==> config.mk <==
export PLATFORM = sky130hd
export DESIGN_NAME = ethernet_header_strip
export DESIGN_NICKNAME = d
export VERILOG_FILES = /design/src/rtl/ethernet_header_strip.sv
export SDC_FILE = /design/constraint.sdc
export NUM_CORES = 2
export LEC_CHECK = 0
export CORE_AREA = 2 2 527 529
export CTS_CLUSTER_SIZE = 16
export DETAILED_ROUTE_END_ITERATION = 7
export DIE_AREA = 0 0 529 531
export HOLD_SLACK_MARGIN = 0.08
export SYNTH_ARGS = -nofsm -noshare
export SYNTH_HDL_FRONTEND = slang
export SYNTH_SLANG_ARGS = --single-unit
==> constraint.sdc <==
create_clock -name s00_axis_aclk -period 3 [get_ports s00_axis_aclk]
set_input_delay 0.6 -clock s00_axis_aclk [delete_from_list [all_inputs] [get_ports s00_axis_aclk]]
set_output_delay 0.6 -clock s00_axis_aclk [all_outputs]
set_load 0.02 [all_outputs]
==> src/rtl/ethernet_header_strip.sv <==
// rtl/ethernet_header_strip.sv - strip the 14-byte Ethernet header from an AXI-Stream frame
//
// Ports:
//   s00_axis_aclk / s00_axis_aresetn : clock, asynchronous active-low reset
//   s00_axis_*                       : upstream frame, Ethernet header in bytes 0-13 of beat 0
//   m00_axis_*                       : payload stream realigned so the first payload byte is byte 0
//   local_mac_addr_in / promisc_in   : destination filter (station MAC, accept-all)
//   hdr_valid / hdr_*                : parsed header fields, pulse on every first beat
//   drop_count                       : saturating count of discarded frames (filtered or runt)
module ethernet_header_strip #(
    parameter int DATA_WIDTH = 512,
    parameter int KEEP_WIDTH = DATA_WIDTH / 8
) (
    input  logic                  s00_axis_aclk,
    input  logic                  s00_axis_aresetn,
    input  logic                  s00_axis_tvalid,
    input  logic [DATA_WIDTH-1:0] s00_axis_tdata,
    input  logic [KEEP_WIDTH-1:0] s00_axis_tkeep,
    input  logic                  s00_axis_tlast,
    input  logic [1:0]            s00_axis_tuser,
    output logic                  s00_axis_tready,
    output logic                  m00_axis_tvalid,
    output logic [DATA_WIDTH-1:0] m00_axis_tdata,
    output logic [KEEP_WIDTH-1:0] m00_axis_tkeep,
    output logic                  m00_axis_tlast,
    output logic [1:0]            m00_axis_tuser,
    input  logic                  m00_axis_tready,
    input  logic [47:0]           local_mac_addr_in,
    input  logic                  promisc_in,
    output logic                  hdr_valid,
    output logic [47:0]           hdr_dst_mac,
    output logic [47:0]           hdr_src_mac,
    output logic [15:0]           hdr_eth_type,
    output logic [31:0]           drop_count
);

    localparam int HDR_BYTES = 14;
    localparam int HDR_BITS  = HDR_BYTES * 8;
    localparam int REM_BYTES = KEEP_WIDTH - HDR_BYTES;
    localparam int REM_BITS  = REM_BYTES * 8;

    typedef enum logic [1:0] {
        ST_IDLE   = 2'd0,
        ST_STREAM = 2'd1,
        ST_TAIL   = 2'd2,
        ST_DROP   = 2'd3
    } state_t;

    state_t                  state_q, state_d;
    logic                    live_q;
    logic [DATA_WIDTH-1:0]   pend_data_q, pend_data_d;
    logic [KEEP_WIDTH-1:0]   pend_keep_q, pend_keep_d;
    logic [1:0]              pend_user_q, pend_user_d;
    logic                    m_valid_q, m_valid_d;
    logic [DATA_WIDTH-1:0]   m_data_q, m_data_d;
    logic [KEEP_WIDTH-1:0]   m_keep_q, m_keep_d;
    logic                    m_last_q, m_last_d;
    logic [1:0]              m_user_q, m_user_d;
    logic                    hdr_valid_q, hdr_valid_d;
    logic [47:0]             dst_q, dst_d;
    logic [47:0]             src_q, src_d;
    logic [15:0]             type_q, type_d;
    logic [31:0]             drop_q, drop_d;

    logic                    out_free;
    logic                    s_ready;
    logic                    s_fire;
    logic [47:0]             in_dst;
    logic [47:0]             in_src;
    logic [15:0]             in_type;
    logic                    in_long;
    logic                    dst_match;
    logic [DATA_WIDTH-1:0]   in_mask;
    logic [DATA_WIDTH-1:0]   joined_data;
    logic [KEEP_WIDTH-1:0]   joined_keep;
    logic [31:0]             drop_inc;

    assign out_free = !m_valid_q || m00_axis_tready;

    // live_q holds tready low through reset and until the first edge after release.
    always_comb begin
        s_ready = 1'b0;
        case (state_q)
            ST_IDLE, ST_STREAM: s_ready = live_q && out_free;
            ST_DROP:            s_ready = live_q;
            default:            s_ready = 1'b0;
        endcase
    end

    assign s_fire = s00_axis_tvalid && s_ready;

    always_comb begin
        in_dst  = '0;
        in_src  = '0;
        in_mask = '0;
        for (int i = 0; i < 6; i++) begin
            in_dst[47-8*i -: 8] = s00_axis_tdata[8*i +: 8];
            in_src[47-8*i -: 8] = s00_axis_tdata[8*(i+6) +: 8];
        end
        for (int i = 0; i < KEEP_WIDTH; i++) begin
            in_mask[8*i +: 8] = {8{s00_axis_tkeep[i]}};
        end
    end

    assign in_type   = {s00_axis_tdata[103:96], s00_axis_tdata[111:104]};
    // With contiguous tkeep, byte 14 valid means the beat holds more than 14 bytes.
    assign in_long   = s00_axis_tkeep[HDR_BYTES];
    assign dst_match = promisc_in || (in_dst == local_mac_addr_in) ||
                       (in_dst == 48'hFFFF_FFFF_FFFF);

    // Upper part of the pending beat followed by the first 14 bytes of the new beat.
    assign joined_data = (pend_data_q >> HDR_BITS) | (s00_axis_tdata << REM_BITS);
    assign joined_keep = (pend_keep_q >> HDR_BYTES) | (s00_axis_tkeep << REM_BYTES);
    assign drop_inc    = (drop_q == 32'hFFFF_FFFF) ? drop_q : drop_q + 32'd1;

    always_comb begin
        state_d     = state_q;
        pend_data_d = pend_data_q;
        pend_keep_d = pend_keep_q;
        pend_user_d = pend_user_q;
        m_valid_d   = m_valid_q;
        m_data_d    = m_data_q;
        m_keep_d    = m_keep_q;
        m_last_d    = m_last_q;
        m_user_d    = m_user_q;
        hdr_valid_d = 1'b0;
        dst_d       = dst_q;
        src_d       = src_q;
        type_d      = type_q;
        drop_d      = drop_q;

        if (m_valid_q && m00_axis_tready) begin
            m_valid_d = 1'b0;
        end

        case (state_q)
            ST_IDLE: begin
                if (s_fire) begin
                    hdr_valid_d = 1'b1;
                    dst_d       = in_dst;
                    src_d       = in_src;
                    type_d      = in_type;
                    if (!s00_axis_tlast) begin
                        if (dst_match) begin
                            pend_data_d = s00_axis_tdata & in_mask;
                            pend_keep_d = s00_axis_tkeep;
                            pend_user_d = s00_axis_tuser;
                            state_d     = ST_STREAM;
                        end else begin
                            drop_d  = drop_inc;
                            state_d = ST_DROP;
                        end
                    end else if (dst_match && in_long) begin
                        m_valid_d = 1'b1;
                        m_data_d  = s00_axis_tdata >> HDR_BITS;
                        m_keep_d  = s00_axis_tkeep >> HDR_BYTES;
                        m_last_d  = 1'b1;
                        m_user_d  = s00_axis_tuser;
                    end else begin
                        // Rejected single-beat frame or runt with no payload.
                        drop_d = drop_inc;
                    end
                end
            end

            ST_STREAM: begin
                if (s_fire) begin
                    m_valid_d = 1'b1;
                    m_data_d  = joined_data;
                    m_keep_d  = joined_keep;
                    m_last_d  = s00_axis_tlast && !in_long;
                    m_user_d  = s00_axis_tuser;
                    if (!s00_axis_tlast || in_long) begin
                        // Masking here leaves the residue beat zero above its valid bytes.
                        pend_data_d = s00_axis_tdata & in_mask;
                        pend_keep_d = s00_axis_tkeep;
                        pend_user_d = s00_axis_tuser;
                    end
                    if (s00_axis_tlast) begin
                        state_d = in_long ? ST_TAIL : ST_IDLE;
                    end
                end
            end

            ST_TAIL: begin
                if (out_free) begin
                    m_valid_d = 1'b1;
                    m_data_d  = pend_data_q >> HDR_BITS;
                    m_keep_d  = pend_keep_q >> HDR_BYTES;
                    m_last_d  = 1'b1;
                    m_user_d  = pend_user_q;
                    state_d   = ST_IDLE;
                end
            end

            ST_DROP: begin
                if (s_fire && s00_axis_tlast) begin
                    state_d = ST_IDLE;
                end
            end

            default: state_d = ST_IDLE;
        endcase
    end

    always_ff @(posedge s00_axis_aclk or negedge s00_axis_aresetn) begin
        if (!s00_axis_aresetn) begin
            state_q     <= ST_IDLE;
            live_q      <= 1'b0;
            pend_data_q <= '0;
            pend_keep_q <= '0;
            pend_user_q <= '0;
            m_valid_q   <= 1'b0;
            m_data_q    <= '0;
            m_keep_q    <= '0;
            m_last_q    <= 1'b0;
            m_user_q    <= '0;
            hdr_valid_q <= 1'b0;
            dst_q       <= '0;
            src_q       <= '0;
            type_q      <= '0;
            drop_q      <= '0;
        end else begin
            state_q     <= state_d;
            live_q      <= 1'b1;
            pend_data_q <= pend_data_d;
            pend_keep_q <= pend_keep_d;
            pend_user_q <= pend_user_d;
            m_valid_q   <= m_valid_d;
            m_data_q    <= m_data_d;
            m_keep_q    <= m_keep_d;
            m_last_q    <= m_last_d;
            m_user_q    <= m_user_d;
            hdr_valid_q <= hdr_valid_d;
            dst_q       <= dst_d;
            src_q       <= src_d;
            type_q      <= type_d;
            drop_q      <= drop_d;
        end
    end

    assign s00_axis_tready = s_ready;
    assign m00_axis_tvalid = m_valid_q;
    assign m00_axis_tdata  = m_data_q;
    assign m00_axis_tkeep  = m_keep_q;
    assign m00_axis_tlast  = m_last_q;
    assign m00_axis_tuser  = m_user_q;
    assign hdr_valid       = hdr_valid_q;
    assign hdr_dst_mac     = dst_q;
    assign hdr_src_mac     = src_q;
    assign hdr_eth_type    = type_q;
    assign drop_count      = drop_q;

endmodule

; ---- After elaboration in Yosys (flattened, before gate mapping)
; Index checks and enable logic that the tools add are counted.
[totals]
word_cells = 124
inputBits = 632
regBits = 1306
output_inout_bits = 726
[op_classes]
n_eq_ne = 18
muxes = 65
n_reduce_logical = 22
bitwise = 3
add_sub_neg = 1
[op_table]
columns = operator, count
row1 = $mux W512, 10
row2 = $pmux W512 S3, 1
row3 = $pmux W512 S2, 1
row4 = $mux W64, 10
row5 = $and A512 B512 Y512, 1
row6 = $or A400 B512 Y512, 1
row7 = $pmux W64 S3, 1
row8 = $mux W32, 4
row9 = $pmux W64 S2, 1
row10 = $or A50 B64 Y64, 1
row11 = $eq A48 B48 Y1, 1
row12 = $eq A48 B48 Y1 const B, 1
row13 = $mux W2, 18
row14 = $add A32 B1 Y32 const B, 1
row15 = $eq A32 B32 Y1 const B, 1
row16 = $ne A2 B2 Y1 const B, 12
row17 = $reduce_and A6 Y1, 3
row18 = $mux W1, 13
row19 = $pmux W2 S4, 1
row20 = $logic_and A1 B1 Y1, 6
row21 = $pmux W1 S3, 2
row22 = $pmux W2 S3, 1
row23 = $eq A2 B2 Y1 const B, 2
row24 = $logic_or A1 B1 Y1, 4
row25 = other kinds (10), 12

; ---- Longest topological paths before layout
[depth]
ltp_word = 8
ltp_mapped = 13

; ---- Worst setup path after synthesis
; No wires, ideal clock.
[synth_path]
kind = reg2reg
start = reg state_q[0]
end = reg pend_keep_q[14]
path_stages_with_launch = 12
path_slack_ns = 0.156
setup_ns = 0.125
required_time_ns = 2.875
path_buffers = 4
t_arrival_ns = 2.720
synth_period_minus_slack_ns = 2.844
path_cell_list = dfrtp_1 inv_1 ha_1 or2_1 a21oi_1 and3b_1 clkbuf_1 a32oi_1 buf_2 buf_2 buf_2 mux2_2
[synth_via]
elab_chain_len = 6
[synth_lines]
columns = item, line
row1 = start: declaration, 49  ; state_t state_q, state_d;
row2 = start signal: assignment, 224  ; state_q <= state_d;
row3 = $eq A2 B1 Y1 / $logic_not A2 Y1 (equally long branches), "83, 136"
row4 = $reduce_or A2 Y1, 83  ; case (state_q)
row5 = $pmux W1 S2, 83
row6 = $logic_and A1 B1 Y1, 90  ; assign s_fire = s00_axis_tvalid && s_ready;
row7 = $ne A2 B2 Y1 (no line), n/a
row8 = $reduce_and A6 Y1 (no line), n/a
row9 = end signal: assignment, 227  ; pend_keep_q <= pend_keep_d;
row10 = end: declaration, 52  ; logic [KEEP_WIDTH-1:0] pend_keep_q, pend_keep_d;
; Several ways; a longest one is shown, not always the timed one.
; A chain may end at the register's enable or synchronous reset.

; ---- Worst setup path after layout
[layout_path]
start = in s00_axis_tdata[31]
end = reg m_data_q[484], in the netlist m00_axis_tdata[484]
[layout_via]
elab_chain_len = 6
[layout_lines]
columns = item, line
row1 = start: declaration, 17  ; input logic [DATA_WIDTH-1:0] s00_axis_tdata,
row2 = $eq A48 B48 Y1, 108  ; assign dst_match = promisc_in || (in_dst == local_mac_addr_in) ||
row3 = $logic_or A1 B1 Y1, 108
row4 = $logic_or A1 B1 Y1 *, 108
row5 = $logic_and A1 B1 Y1 *, 153  ; end else if (dst_match && in_long) begin
row6 = $ne A2 B2 Y1 (no line) *, n/a
row7 = $reduce_and A6 Y1 (no line) *, n/a
row8 = end signal: assignment, 230  ; m_data_q <= m_data_d;
row9 = end: declaration, 55  ; logic [DATA_WIDTH-1:0] m_data_q, m_data_d;
; Mark *: on every way between the ends. The rest lies on a longest branch, timed or not.

==> key figures <==
Outcome
  – Status: complete, no violations

Power and ir drop
  – Peak VDD IR: 0.886 mV
  – Internal: 49.3 mW
  – Leakage: 32.9 nW
  – Pwr/cell area: 1110 nW/µm²
  – NetSw: 36.7 mW
  – Clock power share: 0.207
  – Sequential Power Share: 0.310
  – Pwr Total: 86.0 mW
  – Combinational Power Share: 0.483
  – Sw Share: 0.427

Drt
  – Via/cell ratio: 4.56
  – DRC Markers: 0
  – DR WL/cell: 25.3 µm
  – Antenna Nets Post-Route: 0
  – Vias: 48992
  – Initial DRC count: 4315
  – Total Wirelength: 272 mm
  – First-pass DRT Iterations: 6

Synthesis
  – Largest cells by area after synthesis: dfrtp_1 (58%), o21ai_0 (11%), nand2_1 (8.3%)
  – #FFs+latches synth: 1180
  – Synthesis Warnings: 0
  – FFs w/ async S/R, synth: 1.00
  – Syn nets: 6213
  – Syn Std Cell Area: 51300 µm²
  – Register area share after synthesis: 0.576
  – Synth Flop Type: dfrtp_1
  – Post-synth cell types: 43
  – Most frequent cell after synthesis: dfrtp_1
  – Number of flops mapped to enable cells by yosys: 0
  – Mapped Cells: 5575
  – Post-synth top area cell: dfrtp_1
  – Commonest cells post-synth: dfrtp_1 (1180), o21ai_0 (1158), nand2_1 (1133)
  – Syn Area/Cell: 9.20 µm²
  – Top-area cell type share of the netlist area: 0.576

Worst hold path
  – HP Start: s00_axis_tdata[11]
  – Hold Crit Class: in2reg

Clocking
  – H-tree levels: 4
  – Clock sinks: 1180
  – CTS tree: built
  – Clock transition at path regs: 0.06 ns
  – Worst skew pair latency: 0.82 ns
  – Max clock buf depth: 4
  – Number of CTS-inserted buffers: 144
  – Root Driver: clkbuf_16

Global routing
  – Vias in the first global route: 47728
  – Largest net degree at the start of global routing: 106
  – First-pass GRT wire length: 372 mm
  – GR Util All Layers: 0.184
  – Aggregate global routing overflow: 0
  – Initial antenna violation count: 132

Critical path
  – Worst setup endpoint: m00_axis_tdata[484]$_DFFE_PN0P_
  – R2R Setup Slk: 0.11 ns
  – Max incr delay on CP: 0.42 ns
  – CP startpoint: s00_axis_tdata[31]
  – Setup CP Type: in2reg
  – Crit path max fanout: 13
  – Worst path arrival time: 3.71 ns
  – Top delay family on crit path: buffers and inverters
  – CP startpoint kind: primary input
  – Worst-path cell chain: clkbuf_2 > xor2_1 > nor4_2 > nand4_1 > o31a_1 > buf_6 > o31a_4 > buf_12 > or2_4 > buf_12 > buf_16 > buf_4 > buf_16 > o21ai_1
  – Worst EP required: 3.71 ns
  – Crit path buf inv count: 7
  – Critical-path top delay cell: nor4_2
  – Stages on worst setup path: 14
  – Worst r2r src: state_q[0]$_DFFE_PN0P_
  – Reg2reg path depth: 14
  – Crit end category: flip-flop
  – R2R Path End: m00_axis_tdata[484]$_DFFE_PN0P_

Floorplan
  – Initial core utilization: 0.186
  – CORE AREA: 275000 µm²
  – I/O pins: 1358
  – Row cnt: 193
  – Width of the die: 529 µm
  – Die area: 281000 µm²
  – Die Y: 531 µm

Cells and area
  – Final instance area: 77600 µm²
  – Reg area: 29500 µm²
  – Share of cells above drive strength 1: 0.112
  – Multi-input gate area: 20200 µm²
  – Area delta synth->final: 51.3%
  – Final-layout fill cell count: 28704
  – Nets: 7623
  – Finished Core Util: 0.282

Timing
  – Max-slew headroom at the worst pin: 0.323
  – Setup Skew: 0.0358 ns
  – Worst slew pin tran: 1.02 ns
  – Final Hold Vio Count: 0
  – RSZ-0062 raised after global routing: yes
  – Slew Limit Fails: 0
  – Setup violations, final: 0
  – Final period demand of the worst path: 2.99 ns
  – Final Cycle Share: 0.998
  – Maximum clock frequency: 334 MHz

Place
  – Post-DP Area: 71200 µm²
  – Post-DP HPWL: 205 mm
  – Routability congestion estimate: 0.959
  – Count of input and output buffers: 1357

Job
  – Max Cap Viol: 0
cell usage in the layout, fill, tap and decap left out, types with 9 or more instances in the layout:
cell,netlist,layout
a21oi_1,452,451
buf_12,0,89
buf_16,0,22
buf_4,0,226
buf_6,4,25
clkbuf_1,322,26
clkbuf_16,0,154
clkbuf_8,0,33
clkdlybuf4s50_1,0,1275
clkinv_2,0,21
dfrtp_1,1180,1178
diode_2,0,57
dlymetal6s2s_1,0,63
inv_1,13,10
mux2_2,101,101
nand2_1,1133,1133
nand3_1,13,12
nand4_1,20,20
nor2_1,26,26
nor2b_1,455,454
nor3_1,10,10
nor4_1,22,10
nor4_2,2,14
o21ai_0,1158,1142
o21ai_1,404,380
o21ai_2,0,39
xnor2_1,9,9
xor2_1,70,67
repair_timing:
| action | in CTS | in global routing |
|---|---|---|
| hold buffers | 1 | 0 |
| setup buffers | 16 | 12 |
| pin swaps | 6 | 22 |
| gates resized for setup | 99 | 142 |
| cloned | 17 | 10 |
| hold endpoints to repair | 45 | 0 |
| setup endpoints to repair | 1032 | 950 |
cells by family after synthesis:
logic type	Yosys count	synth area share
muxes	103	0.0226
AOI/OAI and AO/OA	2030	0.199
other	1	0.0000731
DFF	1180	0.576
xor gates and xnor gates	79	0.0135
buffers and inverters	484	0.0382
adders and majority gates	6	0.00146
and+or+nand+nor	1692	0.150
through the flow:
step	instances	TNS [ns]	hold WS, ns	worst slack (ns)
floorplan	5575	0	0.304	0.156
global placement	10394	-1245.57	0.457	-1.29
detailed placement	10394	-1277.06	0.461	-1.35
CTS	10677	-0.0136	0.244	-0.00637
global route	10720	-0.448	0.138	-0.0264
finish	10753	0	0.179	0.00659
final cells by class:
cell class              count  area share
multi-input cells        3911       0.260
clock buffers             205      0.0542
inverters                  13    0.000661
flip-flops and latches   1180       0.380
repair buffers           1735       0.238
clock inverters            45     0.00640
diodes                     57     0.00184
well taps                3607      0.0581
state kept, by name (all words and copies together) (netlist names):
register	flops
pend_user_q	2
m00_axis_tdata	512
m00_axis_tkeep	64
pend_keep_q	50
m00_axis_tuser	2
hdr_dst_mac	48
hdr_eth_type	16
m00_axis_tvalid	1
hdr_valid	1
pend_data_q	400
drop_count	32
hdr_src_mac	48
live_q	1
state_q	2
m00_axis_tlast	1
routing by layer:
metal,vias up,track usage,part of all wire
met5,-,0,0.0017
met4,70,0.102,0.061
met3,633,0.0614,0.10
met2,2513,0.288,0.45
met1,24022,0.221,0.39
li1,21754,-,-
worst min path at each step:
stage / to / slack [ns] / cells past startpoint
6_report: hdr_dst_mac[35]$_DFFE_PN0P_ / 0.18 / 3
5_1_grt: hdr_dst_mac[35]$_DFFE_PN0P_ / 0.14 / 3
4_1_cts: hdr_dst_mac[35]$_DFFE_PN0P_ / 0.24 / 3
3_5_place_dp: hdr_src_mac[38]$_DFFE_PN0P_ / 0.46 / 2
3_3_place_gp: hdr_eth_type[5]$_DFFE_PN0P_ / 0.46 / 2
2_1_floorplan: drop_count[0]$_DFFE_PN0P_ / 0.30 / 0
worst reg2reg max path, cell delays in order, from the launching register on:
cell and delay (ns):
dfrtp_2 0.45, inv_2 0.09, ha_4 0.12, or2_1 0.11, a21oi_2 0.06, and3b_2 0.28, nand3_2 0.10, o31a_4 0.36
buf_12 0.14, or2_4 0.28, buf_12 0.14, buf_16 0.16, buf_4 0.17, buf_16 0.15, o21ai_1 0.18
power by group through the flow:
stage / Sequential (mW) / Combinational [mW] / Clock [mW]
6_report: 26.6 / 41.5 / 17.8
5_1_grt: 27.3 / 44.5 / 18.8
4_1_cts: 26.5 / 40.9 / 18.2
3_5_place_dp: 26.7 / 39.2 / 0
3_3_place_gp: 26.5 / 38.7 / 0
2_1_floorplan: 30.3 / 14.3 / 0
No activity file was read; power rests on OpenSTA's default activity.
